[src/rtl/program_loader.sv]
// Byte-stream program loader: reads a 16-bit little-endian word count,
// then packs the following bytes little-endian into 32-bit words and writes
// them into instruction memory. The core is held in reset until a load
// completes.
//
//   state | meaning
//   IDLE  | waiting for the first LDstart after reset
//   HDR0  | receiving word-count low byte
//   HDR1  | receiving word-count high byte, range check
//   DATA  | assembling an instruction word, one byte lane per byte
//   WRITE | one-cycle memory write strobe for the assembled word
//   DONE  | image loaded, core released from reset
//   ERROR | word count exceeded DEPTH, core stays in reset
module program_loader #(
    parameter int          DEPTH = 256,
    parameter logic [31:0] BASE  = 32'h0
) (
    input  logic        clk,
    input  logic        reset,
    input  logic        LDstart,
    input  logic [7:0]  LDbyte,
    input  logic        LDvalid,
    output logic        LDready,
    output logic [31:0] LDwaddr,
    output logic [31:0] LDwdata,
    output logic        LDwenable,
    output logic        LDcpu_reset,
    output logic        LDdone,
    output logic        LDerror,
    output logic [15:0] LDcount
);

    typedef enum logic [2:0] {
        IDLE  = 3'd0,
        HDR0  = 3'd1,
        HDR1  = 3'd2,
        DATA  = 3'd3,
        WRITE = 3'd4,
        DONE  = 3'd5,
        ERROR = 3'd6
    } state_t;

    // One bit wider than the header so a DEPTH of 65536 still compares correctly.
    localparam logic [16:0] DEPTH_L = 17'(DEPTH);

    state_t      state, state_nxt;
    logic [15:0] n_q;
    logic [1:0]  idx_q;
    logic [31:0] wdata_q;
    logic [15:0] count_q;

    logic        take;
    logic [15:0] n_hdr;
    logic [15:0] count_inc;

    assign take      = LDvalid & LDready;
    assign n_hdr     = {LDbyte, n_q[7:0]};
    assign count_inc = count_q + 16'd1;

    // State register.
    always_ff @(posedge clk) begin
        if (reset) begin
            state <= IDLE;
        end else begin
            state <= state_nxt;
        end
    end

    // Next-state decode and state-derived outputs.
    always_comb begin
        state_nxt   = state;
        LDready     = 1'b0;
        LDwenable   = 1'b0;
        LDdone      = 1'b0;
        LDerror     = 1'b0;
        LDcpu_reset = 1'b1;
        LDwaddr     = 32'h0;
        unique case (state)
            IDLE: begin
                if (LDstart) state_nxt = HDR0;
            end
            HDR0: begin
                LDready = 1'b1;
                if (take) state_nxt = HDR1;
            end
            HDR1: begin
                LDready = 1'b1;
                if (take) begin
                    if (n_hdr == 16'd0)                 state_nxt = DONE;
                    else if ({1'b0, n_hdr} > DEPTH_L)   state_nxt = ERROR;
                    else                                state_nxt = DATA;
                end
            end
            DATA: begin
                LDready = 1'b1;
                if (take && idx_q == 2'd3) state_nxt = WRITE;
            end
            WRITE: begin
                LDwenable = 1'b1;
                LDwaddr   = BASE + {14'd0, count_q, 2'b00};
                state_nxt = (count_inc == n_q) ? DONE : DATA;
            end
            DONE: begin
                LDdone      = 1'b1;
                LDcpu_reset = 1'b0;
                if (LDstart) state_nxt = HDR0;
            end
            ERROR: begin
                LDerror = 1'b1;
                if (LDstart) state_nxt = HDR0;
            end
            default: state_nxt = IDLE;
        endcase
    end

    // Header capture, word assembly and write counter.
    always_ff @(posedge clk) begin
        if (reset) begin
            n_q     <= 16'd0;
            idx_q   <= 2'd0;
            wdata_q <= 32'h0;
            count_q <= 16'd0;
        end else begin
            unique case (state)
                IDLE, DONE, ERROR: begin
                    if (LDstart) begin
                        count_q <= 16'd0;
                        idx_q   <= 2'd0;
                    end
                end
                HDR0: begin
                    if (take) n_q[7:0] <= LDbyte;
                end
                HDR1: begin
                    if (take) n_q[15:8] <= LDbyte;
                end
                DATA: begin
                    // idx_q wraps 3->0 naturally, ready for the next word.
                    if (take) begin
                        wdata_q[{idx_q, 3'b000} +: 8] <= LDbyte;
                        idx_q                         <= idx_q + 2'd1;
                    end
                end
                WRITE: begin
                    count_q <= count_inc;
                end
                default: ;
            endcase
        end
    end

    assign LDwdata = wdata_q;
    assign LDcount = count_q;

endmodule

[config.mk]
export PLATFORM = sky130hd
export DESIGN_NAME = program_loader
export DESIGN_NICKNAME = d
export VERILOG_FILES = /design/src/rtl/program_loader.sv
export SDC_FILE = /design/constraint.sdc
export NUM_CORES = 1
export LEC_CHECK = 0
export ABC_AREA = 1
export BUFFER_PORTS_ARGS = -buffer_cell sky130_fd_sc_hd__buf_2
export CORE_ASPECT_RATIO = 0.8
export CORE_MARGIN = 2
export CORE_UTILIZATION = 40
export DETAILED_ROUTE_END_ITERATION = 10
export PLACE_DENSITY_LB_ADDON = 0.3
export SKIP_CTS_REPAIR_TIMING = 1
export SYNTH_ARGS = -nofsm -noshare
export SYNTH_HDL_FRONTEND = slang
export SYNTH_SLANG_ARGS = --single-unit
[constraint.sdc]
create_clock -name clk -period 4.75 [get_ports clk]
set_clock_uncertainty 0.05 [all_clocks]
set_input_delay 0.7125 -clock clk [delete_from_list [all_inputs] [get_ports clk]]
set_output_delay 0.7125 -clock clk [all_outputs]
set_load 0.01 [all_outputs]
==> flow_metrics.env, run 1 <==
export IMPL_status="finished, violations left"
export IMPL_violations="DRC"
export IMPL_critical_path_startpoint="state[0]"
export IMPL_cts_buffers_inserted=9
export IMPL_p_leak_nw=2.028
export IMPL_antenna_found_initial=0
export IMPL_crit_type="reg -> out"
export IMPL_synth_cells=564
export IMPL_nNetsFinal=651
export IMPL_synth_compound_area_share_pct=17.18
export IMPL_endpoint_kind="output port"
export IMPL_port_buffers=80
export IMPL_insertion_delay_ps=330
export IMPL_r2r_start="idx_q[0]"
export IMPL_n_antenna_cell=0
export IMPL_synth_top_family_by_area="simple AND/OR/NAND/NOR gates"
export IMPL_grt_max_degree=37
export IMPL_min_from="LDwdata[5]"
export IMPL_tritoncts="yes"
export IMPL_synth_avg_cell_area_um2=6.740
export IMPL_gr_usage_all_layers_pct=20.57
export IMPL_drtIter0Drc=341
export IMPL_timing_final_crit_period_ps=3084
export IMPL_row_count=31
export IMPL_die_y_um=91.19
export IMPL_layout_cells_non_filler=753
export IMPL_synth_area_mux_share_pct=0
export IMPL_htreeDepth=3
export IMPL_antenna_left=0
export IMPL_clock_path_buffers=2
export IMPL_fmax_mhz=324.3
export IMPL_dp_hpwl_mm=7.532
export IMPL_synth_top_area_share_pct=36.34
export IMPL_die_w_um=113.0
export IMPL_cap_violations=0
export IMPL_ys_ff_latch=69
export IMPL_place_inst=737
export IMPL_grt_first_pass_wirelength_mm=17.13
export IMPL_holdWs_ps=409.9
export IMPL_hold_viol_final=0
export IMPL_setup_tns_ps=0
export IMPL_finalSetupViolCount=0
export IMPL_synth_cell_types=32
export IMPL_synthSimpleGateAreaFrac_pct=32.92
export IMPL_fin_crit_sh_pct=64.92
export IMPL_wl_per_cell_um=13.95
export IMPL_areaGrowthSynthToFinish_pct=18.37
export IMPL_ioPinCount=97
export IMPL_power_w=0.001830
export IMPL_ir_drop_mv=0.2366
export IMPL_synth_xor_area_share_pct=0
export IMPL_drive_gt1_share_pct=17.40
export IMPL_tightest_slew_ps=877.7
export IMPL_drc=9
export IMPL_root_buffer="clkbuf_16"
export IMPL_synthAdderAreaFrac_pct=1.975
export IMPL_path_max_fanout=19
export IMPL_cellPowerDensity_nw_per_um2=406.8
export IMPL_dieArea_um2=10300
export IMPL_worst_setup_path_start_kind="flip-flop"
export IMPL_ys_seq_area_share_pct=36.34
export IMPL_cts_sinks=69
export IMPL_relSlewSlack_pct=41.42
export IMPL_worstPathArrival_ps=2320
export IMPL_routed_wl_mm=10.51
export IMPL_slew_viol_final=0
export IMPL_synthTopCellsByArea="dfxtp_1 (36%), nand2_1 (12%), nand3_1 (6.6%)"
export IMPL_gp_congestion=0.8549
export IMPL_syn_area_um2=3801
export IMPL_viasPerCell=5.268
export IMPL_crit_required_ps=3990
export IMPL_via_count=3967
export IMPL_worstHoldPathType="reg -> reg"
export IMPL_core_area_um2=9154
export IMPL_utilization_pct=49.15
export IMPL_yosysWarnings=0
export IMPL_start_util_pct=41.53
export IMPL_drt_first_pass_iters=8
export IMPL_rsz0062_at_grt="false"
export IMPL_gr_total_overflow=0
export IMPL_grt_pass1_vias=3585
export IMPL_synth_largest_area_cell="dfxtp_1"
export IMPL_clk_pin_slew_ps=60
## routing by layer
layer | global-route usage, % | vias up | wire length (um) | share of wire, %
li1 | - | 1982 | - | -
met1 | 27.27 | 1823 | 4826 | 46
met2 | 32.28 | 151 | 4616 | 44
met3 | 7.610 | 11 | 972 | 9.3
met4 | 4.167 | 0 | 92 | 0.88
met5 | 0 | - | 0 | 0
## Yosys cell counts (all sizes together)
master / instances
buf: 20
inv: 59
nor2: 67
nand2: 121
nand4: 14
nor4: 1
nor3: 13
or2: 2
nand3: 50
o21ai: 40
a41oi: 4
a311oi: 2
nand3b: 4
a31oi: 2
clkbuf: 17
dfxtp: 69
or3: 6
o211a: 12
conb: 1
ha: 6
a21oi: 49
clkinv: 3
a211oi: 2
## cell families after synthesis
logic type / after synthesis
adders and majority gates: 6
AOI/OAI and AO/OA: 111
DFF: 69
and+or+nand+nor: 278
buffers and inverters: 99
other: 1
## critical path, stage by stage, from the launching register on
cell,delay [ps]
dfxtp_1,370
nor2_1,80
nand2_1,490
clkinv_1,700
buf_2,340
## sequential cells by signal, indices dropped and copies added, names as in the netlist
name / cells
LDcount: 16
LDwdata: 32
idx_q: 2
state: 3
n_q: 16
## area by class of cell
type | instances | area (um2)
clock inverter | 5 | 58.81
tap | 115 | 143.9
fill | 916 | 4654
clock buffer | 11 | 242.7
sequential | 69 | 1381
multi-input combinational | 411 | 2039
timing repair buffer | 80 | 400.4
inverter | 62 | 232.7
## power breakdown
part	total (W)	leakage (nW)	switching, W	internal, W
sequential	0.000676	0.558	0.0000498	0.000626
clock	0.000674	0.142	0.000253	0.000421
combinational	0.000480	1.33	0.000346	0.000134
## path summary, 6_finish.rpt
kind | cells after the start | to | slack, ps
worst max-delay path | 4 | LDwenable | 1670
worst min-delay path | 2 | LDwdata[5] | 410
worst max register to register | 6 | LDwdata[1] | 2130
worst min register to register | 2 | LDwdata[5] | 410
## cell usage in the layout (no fill, tap or decap), types with 2 or more instances in the layout
cell type and instances:
or2_2 2, nor3_1 12, a211oi_1 2, nand3b_1 4, clkinvlp_4 2, conb_1 16
nor2_2 3, dfxtp_1 69, ha_1 6, clkbuf_16 9, nand2_2 3, nor2_1 60
inv_1 58, nand3_1 50, clkinv_1 3, a31oi_1 2, nand2_1 118, buf_2 80
o211a_1 12, a311oi_1 2, a41oi_1 4, nor2_4 4, o21ai_0 38, or3_1 6
a21oi_1 48, nand4_1 14
## metrics by stage
step           worst slack, ps  area, um2
3_5_place_dp              1981       4198
5_1_grt                   1433       4499
6_report                  1666       4499
4_1_cts                   1618       4499
2_1_floorplan             2854       3857
3_3_place_gp              2032       4198
Note: power is estimated with default switching activity, not from simulation.
==> run 2: changes to the inputs <==
--- a/config.mk
+++ b/config.mk
@@ -5,7 +5,7 @@
 export SDC_FILE = /design/constraint.sdc
 export NUM_CORES = 1
 export LEC_CHECK = 0
-export ABC_AREA = 1
+export ABC_AREA = 0
 export BUFFER_PORTS_ARGS = -buffer_cell sky130_fd_sc_hd__buf_2
 export CORE_ASPECT_RATIO = 0.8
 export CORE_MARGIN = 2
==> constraint.sdc (replaced) <==
create_clock -name clk -period 2.6 [get_ports clk]
set_clock_uncertainty 0.05 [all_clocks]
set_input_delay 0.39 -clock clk [delete_from_list [all_inputs] [get_ports clk]]
set_output_delay 0.39 -clock clk [all_outputs]
set_load 0.01 [all_outputs]
==> run 2 against run 1 <==
Net effect: the flow now finishes without violations; clock-buffer cell count shrank 2; die area shrank 0.32%; cell area grew 1.5%; hold slack lost 76 ps; register-to-register slack lost 1900 ps; core utilization grew 0.96 points; sequential cell count is the same; worst setup slack lost 1500 ps; largest cell class unchanged.
==> flow_metrics.env, run 2 <==
export IMPL_synth_avg_cell_area_um2=7.577
export IMPL_grt_max_degree=40
export IMPL_final_area_um2=4568
export IMPL_yosysMostFrequentCell="nand2_1"
export IMPL_ioPinCount=97
export IMPL_htreeDepth=3
export IMPL_viasPerCell=5.401
export IMPL_grt_pass1_vias=3488
export IMPL_cts_buffers_inserted=9
export IMPL_r2r_start="LDcount[1]"
export IMPL_tightest_slew_ps=636.0
export IMPL_synthTopCellsByArea="dfxtp_1 (36%), a21oi_1 (9.8%), nand2_1 (7.8%)"
export IMPL_syn_area_um2=3789
export IMPL_port_buffers=80
export IMPL_critical_path_startpoint="state[1]"
export IMPL_via_count=3743
export IMPL_cellPowerDensity_nw_per_um2=693.7
export IMPL_final_cell_mix="buf_2 (80), nand2_1 (79), a21oi_1 (74), dfxtp_1 (68), nand3_1 (42)"
export IMPL_clock_path_buffers=2
export IMPL_min_from="LDbyte[2]"
export IMPL_relSlewSlack_pct=57.60
export IMPL_die_w_um=112.8
export IMPL_cap_violations=0
export IMPL_worst_setup_path_start_kind="flip-flop"
export IMPL_antenna_found_initial=0
export IMPL_synth_edf_count=0
export IMPL_worstHoldPathType="in -> reg"
export IMPL_path_buf_inv=2
export IMPL_fmax_mhz=407.1
export IMPL_place_inst=676
export IMPL_tritoncts="yes"
export IMPL_gr_total_overflow=0
export IMPL_dieArea_um2=10270
export IMPL_synth_common_cells="nand2_1 (79), a21oi_1 (74), dfxtp_1 (69), nand3_1 (42)"
export IMPL_slew_viol_final=0
export IMPL_synth_cell_types=51
export IMPL_gp_congestion=0.8636
export IMPL_drtIter0Drc=201
export IMPL_worst_slack_ps=143.7
export IMPL_finalSetupViolCount=0
export IMPL_n_antenna_cell=0
export IMPL_clk_pin_slew_ps=60
export IMPL_antenna_left=0
export IMPL_crit_required_ps=2160
export IMPL_cp_slowest_cell="dfxtp_2"
export IMPL_ir_drop_mv=0.2749
export IMPL_ys_seq_area_share_pct=36.46
export IMPL_dp_hpwl_mm=7.324
export IMPL_rsz0062_at_grt="false"
export IMPL_endpoint_kind="output port"
export IMPL_gr_usage_all_layers_pct=20.60
export IMPL_synth_largest_area_cell="dfxtp_1"
export IMPL_hold_viol_final=0
export IMPL_final_common_cell="buf_2"
export IMPL_row_count=31
export IMPL_drc=0
export IMPL_slowest_delay_ps=440
export IMPL_drt_first_pass_iters=5
export IMPL_synth_top_area_share_pct=36.46
export IMPL_insertion_delay_ps=340
export IMPL_fin_crit_sh_pct=94.47
export IMPL_crit_family="simple AND/OR/NAND/NOR gates"
export IMPL_synth_cells=500
export IMPL_synthArstFlopShare_pct=0
export IMPL_wl_per_cell_um=15.29
export IMPL_largest_reg_flops=32
export IMPL_yosysWarnings=0
export IMPL_yosys_most_used_dff="dfxtp_1"
export IMPL_setup_tns_ps=0
export IMPL_start_util_pct=41.56
export IMPL_ys_ff_latch=69
export IMPL_grt_first_pass_wirelength_mm=17.19
export IMPL_p_leak_nw=1.877
export IMPL_root_buffer="clkbuf_16"
export IMPL_crit_type="reg -> out"
export IMPL_layout_cells_non_filler=693
export IMPL_dpl_worst_slack_ps=285.5
export IMPL_status="completed"
export IMPL_worstPathArrival_ps=2020
export IMPL_die_y_um=91.05
export IMPL_routed_wl_mm=10.60
export IMPL_core_area_um2=9115
export IMPL_path_cells="and2b_1 > nand2b_1 > clkinvlp_4 > and2_1 > buf_2"
export IMPL_timing_final_crit_period_ps=2456
export IMPL_cts_sinks=69
export IMPL_drive_gt1_share_pct=21.80
export IMPL_areaGrowthSynthToFinish_pct=20.57
export IMPL_dpl_instance_area_um2=4259
export IMPL_path_max_fanout=13
export IMPL_utilization_pct=50.12
export IMPL_nNetsFinal=591
==> run 2: cell count changes after synthesis, moves of 8 or more <==
cell | before | now
a21oi_1 | 48 | 74
and2_1 | 0 | 21
and3_1 | 0 | 8
inv_1 | 58 | 7
nand2_1 | 118 | 79
nand3_1 | 50 | 42
nand4_1 | 14 | 4
nor2_1 | 60 | 24
nor3_1 | 12 | 3
o211a_1 | 12 | 0
o21ai_0 | 38 | 15
xnor2_1 | 0 | 12
==> run 2: path summary, 6_finish.rpt <==
| path | end | slack (ps) | cells after the start |
|---|---|---|---|
| worst max-delay path | LDwaddr[17] | 140 | 5 |
| worst min-delay path | n_q[10] | 330 | 3 |
| worst max register to register | state[1] | 260 | 7 |
| worst min register to register | LDwdata[26] | 400 | 2 |
==> run 2: area by class of cell <==
type | count | area, um2
Tap cell | 115 | 143.9
Clock inverter | 7 | 71.32
Multi-Input combinational cell | 387 | 2160
Inverter | 7 | 30.03
Clock buffer | 9 | 225.2
Timing Repair inverter | 1 | 7.507
Timing Repair Buffer | 98 | 548.0
Sequential cell | 69 | 1383
Fill cell | 886 | 4547
==> run 2: cells by family after synthesis <==
family	count (synthesis)	synth area share [%]
flip-flops	69	36.46
other	1	0.09898
AO/OA/AOI/OAI	121	18.36
XOR/XNOR	19	4.392
AND/OR/NAND/NOR	221	29.56
buffers and inverters	59	8.025
multiplexers	4	1.123
adder cells (fa/ha/maj)	6	1.981
==> run 2: layer usage <==
layer	routed length (um)	GRT usage (%)	vias up
met1	4990	28.16	1735
met3	574	3.204	18
met4	229	10.16	0
met2	4803	31.59	128
li1	-	-	1862
met5	0	0	-
==> run 2: through the flow <==
stage	total power, W	hold slack (ps)
after floorplan	0.001742	398.1
after global placement	0.001920	386.6
after detailed placement	0.001933	392.2
after CTS	0.003165	324.0
after global routing	0.003327	340.9
final	0.003169	334.0
==> run 2: worst register-to-register path, stage by stage (launching register included) <==
cell and delay [ps]:
dfxtp_1 440, ha_1 290, nand3_4 120, or3_1 410, a2111oi_2 340, and3_1 200, o2111ai_1 160, o21a_1 220
==> run 2: power by group <==
part           switching, W  internal [W]  total [W]  leakage [nW]
combinational      0.000449      0.000297   0.000746          1.17
clock              0.000549      0.000683    0.00123         0.149
sequential        0.0000779       0.00111    0.00119         0.557
==> run 3: changes to the inputs <==
--- a/config.mk
+++ b/config.mk
@@ -6,7 +6,7 @@
 export NUM_CORES = 1
 export LEC_CHECK = 0
 export ABC_AREA = 0
-export BUFFER_PORTS_ARGS = -buffer_cell sky130_fd_sc_hd__buf_2
+export BUFFER_PORTS_ARGS = -buffer_cell sky130_fd_sc_hd__clkbuf_2
 export CORE_ASPECT_RATIO = 0.8
 export CORE_MARGIN = 2
 export CORE_UTILIZATION = 40
==> run 3 against run 2 <==
Net effect: via count up 1.5%; fmax up 0.69%; core utilization is 0.25 points higher; power is 3.8% higher; clock-buffer cell count rose by 2; register-to-register slack lost 100 ps; critical endpoint is now state[1]; largest cell class unchanged; largest power group unchanged.
==> flow_metrics.env, run 3 (same netlist as run 2, synthesis figures left out) <==
export IMPL_status="completed"
export IMPL_setup_tns_ps=0
export IMPL_crit_required_ps=2770
export IMPL_row_count=31
export IMPL_fillers=871
export IMPL_comb_power_share_pct=23.2
export IMPL_gr_usage_all_layers_pct=20.21
export IMPL_rsz0062_at_grt="false"
export IMPL_highest_layer="met4"
export IMPL_worst_setup_path_start_kind="flip-flop"
export IMPL_antenna_found_initial=0
export IMPL_port_buffers=80
export IMPL_worstPathArrival_ps=2600
export IMPL_endpoint_kind="flip-flop"
export IMPL_ioPinCount=97
export IMPL_relSlewSlack_pct=55.50
export IMPL_wl_met3_um=649
export IMPL_gr_total_overflow=0
export IMPL_routed_wl_mm=10.81
export IMPL_worst_slack_ps=160.5
export IMPL_tightest_slew_ps=667.4
export IMPL_timing_final_crit_period_ps=2440
export IMPL_final_cell_mix="clkbuf_2 (80), nand2_1 (79), a21oi_1 (74), dfxtp_1 (68), nand3_1 (42)"
export IMPL_via_count=3801
export IMPL_cts_sinks=69
export IMPL_die_w_um=112.8
export IMPL_final_common_cell="clkbuf_2"
export IMPL_pwr_share_seq_pct=36.1
export IMPL_drt_first_pass_iters=5
export IMPL_internal_power_w=0.002282
export IMPL_htreeDepth=3
export IMPL_root_buffer="clkbuf_16"
export IMPL_dp_hpwl_mm=7.396
export IMPL_crit_type="reg -> reg"
export IMPL_n_antenna_cell=0
export IMPL_start_util_pct=41.56
export IMPL_wl_met1_mm=5.142
export IMPL_fin_crit_sh_pct=93.83
export IMPL_dpl_worst_slack_ps=212.2
export IMPL_antenna_left=0
export IMPL_areaGrowthSynthToFinish_pct=21.17
export IMPL_grt_pass1_vias=3439
export IMPL_cap_violations=0
export IMPL_p_leak_nw=1.814
export IMPL_grt_max_degree=43
export IMPL_sw_frac_of_total_pct=30.60
export IMPL_tritoncts="yes"
export IMPL_slew_viol_final=0
export IMPL_power_frac_clock_pct=40.7
export IMPL_viasPerCell=5.493
export IMPL_netSwitchingPower_w=0.001006
export IMPL_cellPowerDensity_nw_per_um2=716.4
export IMPL_core_area_um2=9115
export IMPL_finalSetupViolCount=0
export IMPL_critical_path_startpoint="LDcount[1]"
export IMPL_drc=0
export IMPL_min_from="LDbyte[2]"
export IMPL_drtIter0Drc=281
export IMPL_drive_gt1_share_pct=21.49
export IMPL_ir_drop_mv=0.4293
export IMPL_r2r_start="LDcount[1]"
export IMPL_grt_first_pass_wirelength_mm=17.03
export IMPL_cts_buffers_inserted=9
export IMPL_met2_length_mm=4.930
export IMPL_wl_per_cell_um=15.63
export IMPL_gp_congestion=0.8995
export IMPL_clock_path_buffers=2
export IMPL_hold_viol_final=0
export IMPL_path_max_fanout=8
export IMPL_nNetsFinal=590
export IMPL_worstHoldPathType="in -> reg"
export IMPL_insertion_delay_ps=330
export IMPL_fmax_mhz=409.9
export IMPL_largest_reg_flops=32
export IMPL_clk_pin_slew_ps=60
export IMPL_dieArea_um2=10270
export IMPL_die_y_um=91.05
## run 3: cell types whose count changed in the layout (fill, tap and decap cells not counted), moves of 2 or more
| cell | previous run | this run |
|---|---|---|
| clkinvlp_4 | 2 | 4 |
| bufinv_16 | 0 | 2 |
| inv_8 | 4 | 0 |
| inv_6 | 3 | 0 |
| buf_2 | 80 | 0 |
| clkbuf_2 | 0 | 80 |
## run 3: power groups by stage
stage	logic [W]	clock network, W	registers, W
floorplan	0.000573	0	0.00117
global placement	0.000728	0	0.00121
detailed placement	0.000737	0	0.00120
CTS	0.000745	0.00135	0.00118
global route	0.000835	0.00140	0.00120
finish	0.000763	0.00134	0.00119
## run 3: through the flow
step / cells / total power [W] / hold WS, ps / cell area [um2] / utilization, %
after floorplan: 515 / 0.001742 / 398.1 / 3845 / -
after global placement: 675 / 0.001933 / 389.0 / 4252 / 46.64
after CTS: 691 / 0.003280 / 339.8 / 4578 / 50.23
final: 692 / 0.003289 / 359.2 / 4591 / 50.36
after detailed placement: 675 / 0.001942 / 394.2 / 4252 / 46.64
after global routing: 692 / 0.003431 / 365.8 / 4591 / 50.36
## run 3: critical path: stages, from the launching register on
cell	delay, ps
dfxtp_1	470
ha_1	310
nand3_4	120
or3_1	410
a2111oi_2	340
and3_1	220
o2111ai_1	180
o21a_1	220
## run 3: layer usage
layer	GRT usage [%]	vias up
met5	0	-
met4	5.285	0
met3	4.673	12
met2	31.69	134
met1	27.98	1796
li1	-	1859
## run 3: cell type report
cell class                 instances  area, um2  share of cell area (%)
sequential                        69       1383                   30.12
inverter                           7      30.03                  0.6541
timing repair buffer              97      540.5                   11.77
clock buffer                      11      242.7                   5.288
timing repair inverter             1      7.507                  0.1635
tap                              115      143.9                   3.134
clock inverter                     5      83.83                   1.826
multi-input combinational        387       2160                   47.04
## run 3: path summary, 6_finish.rpt
kind / end / slack, ps / cells after the start
max: state[1] / 160 / 7
min: n_q[2] / 360 / 3
max reg2reg: state[1] / 160 / 7
min reg2reg: LDwdata[24] / 400 / 2
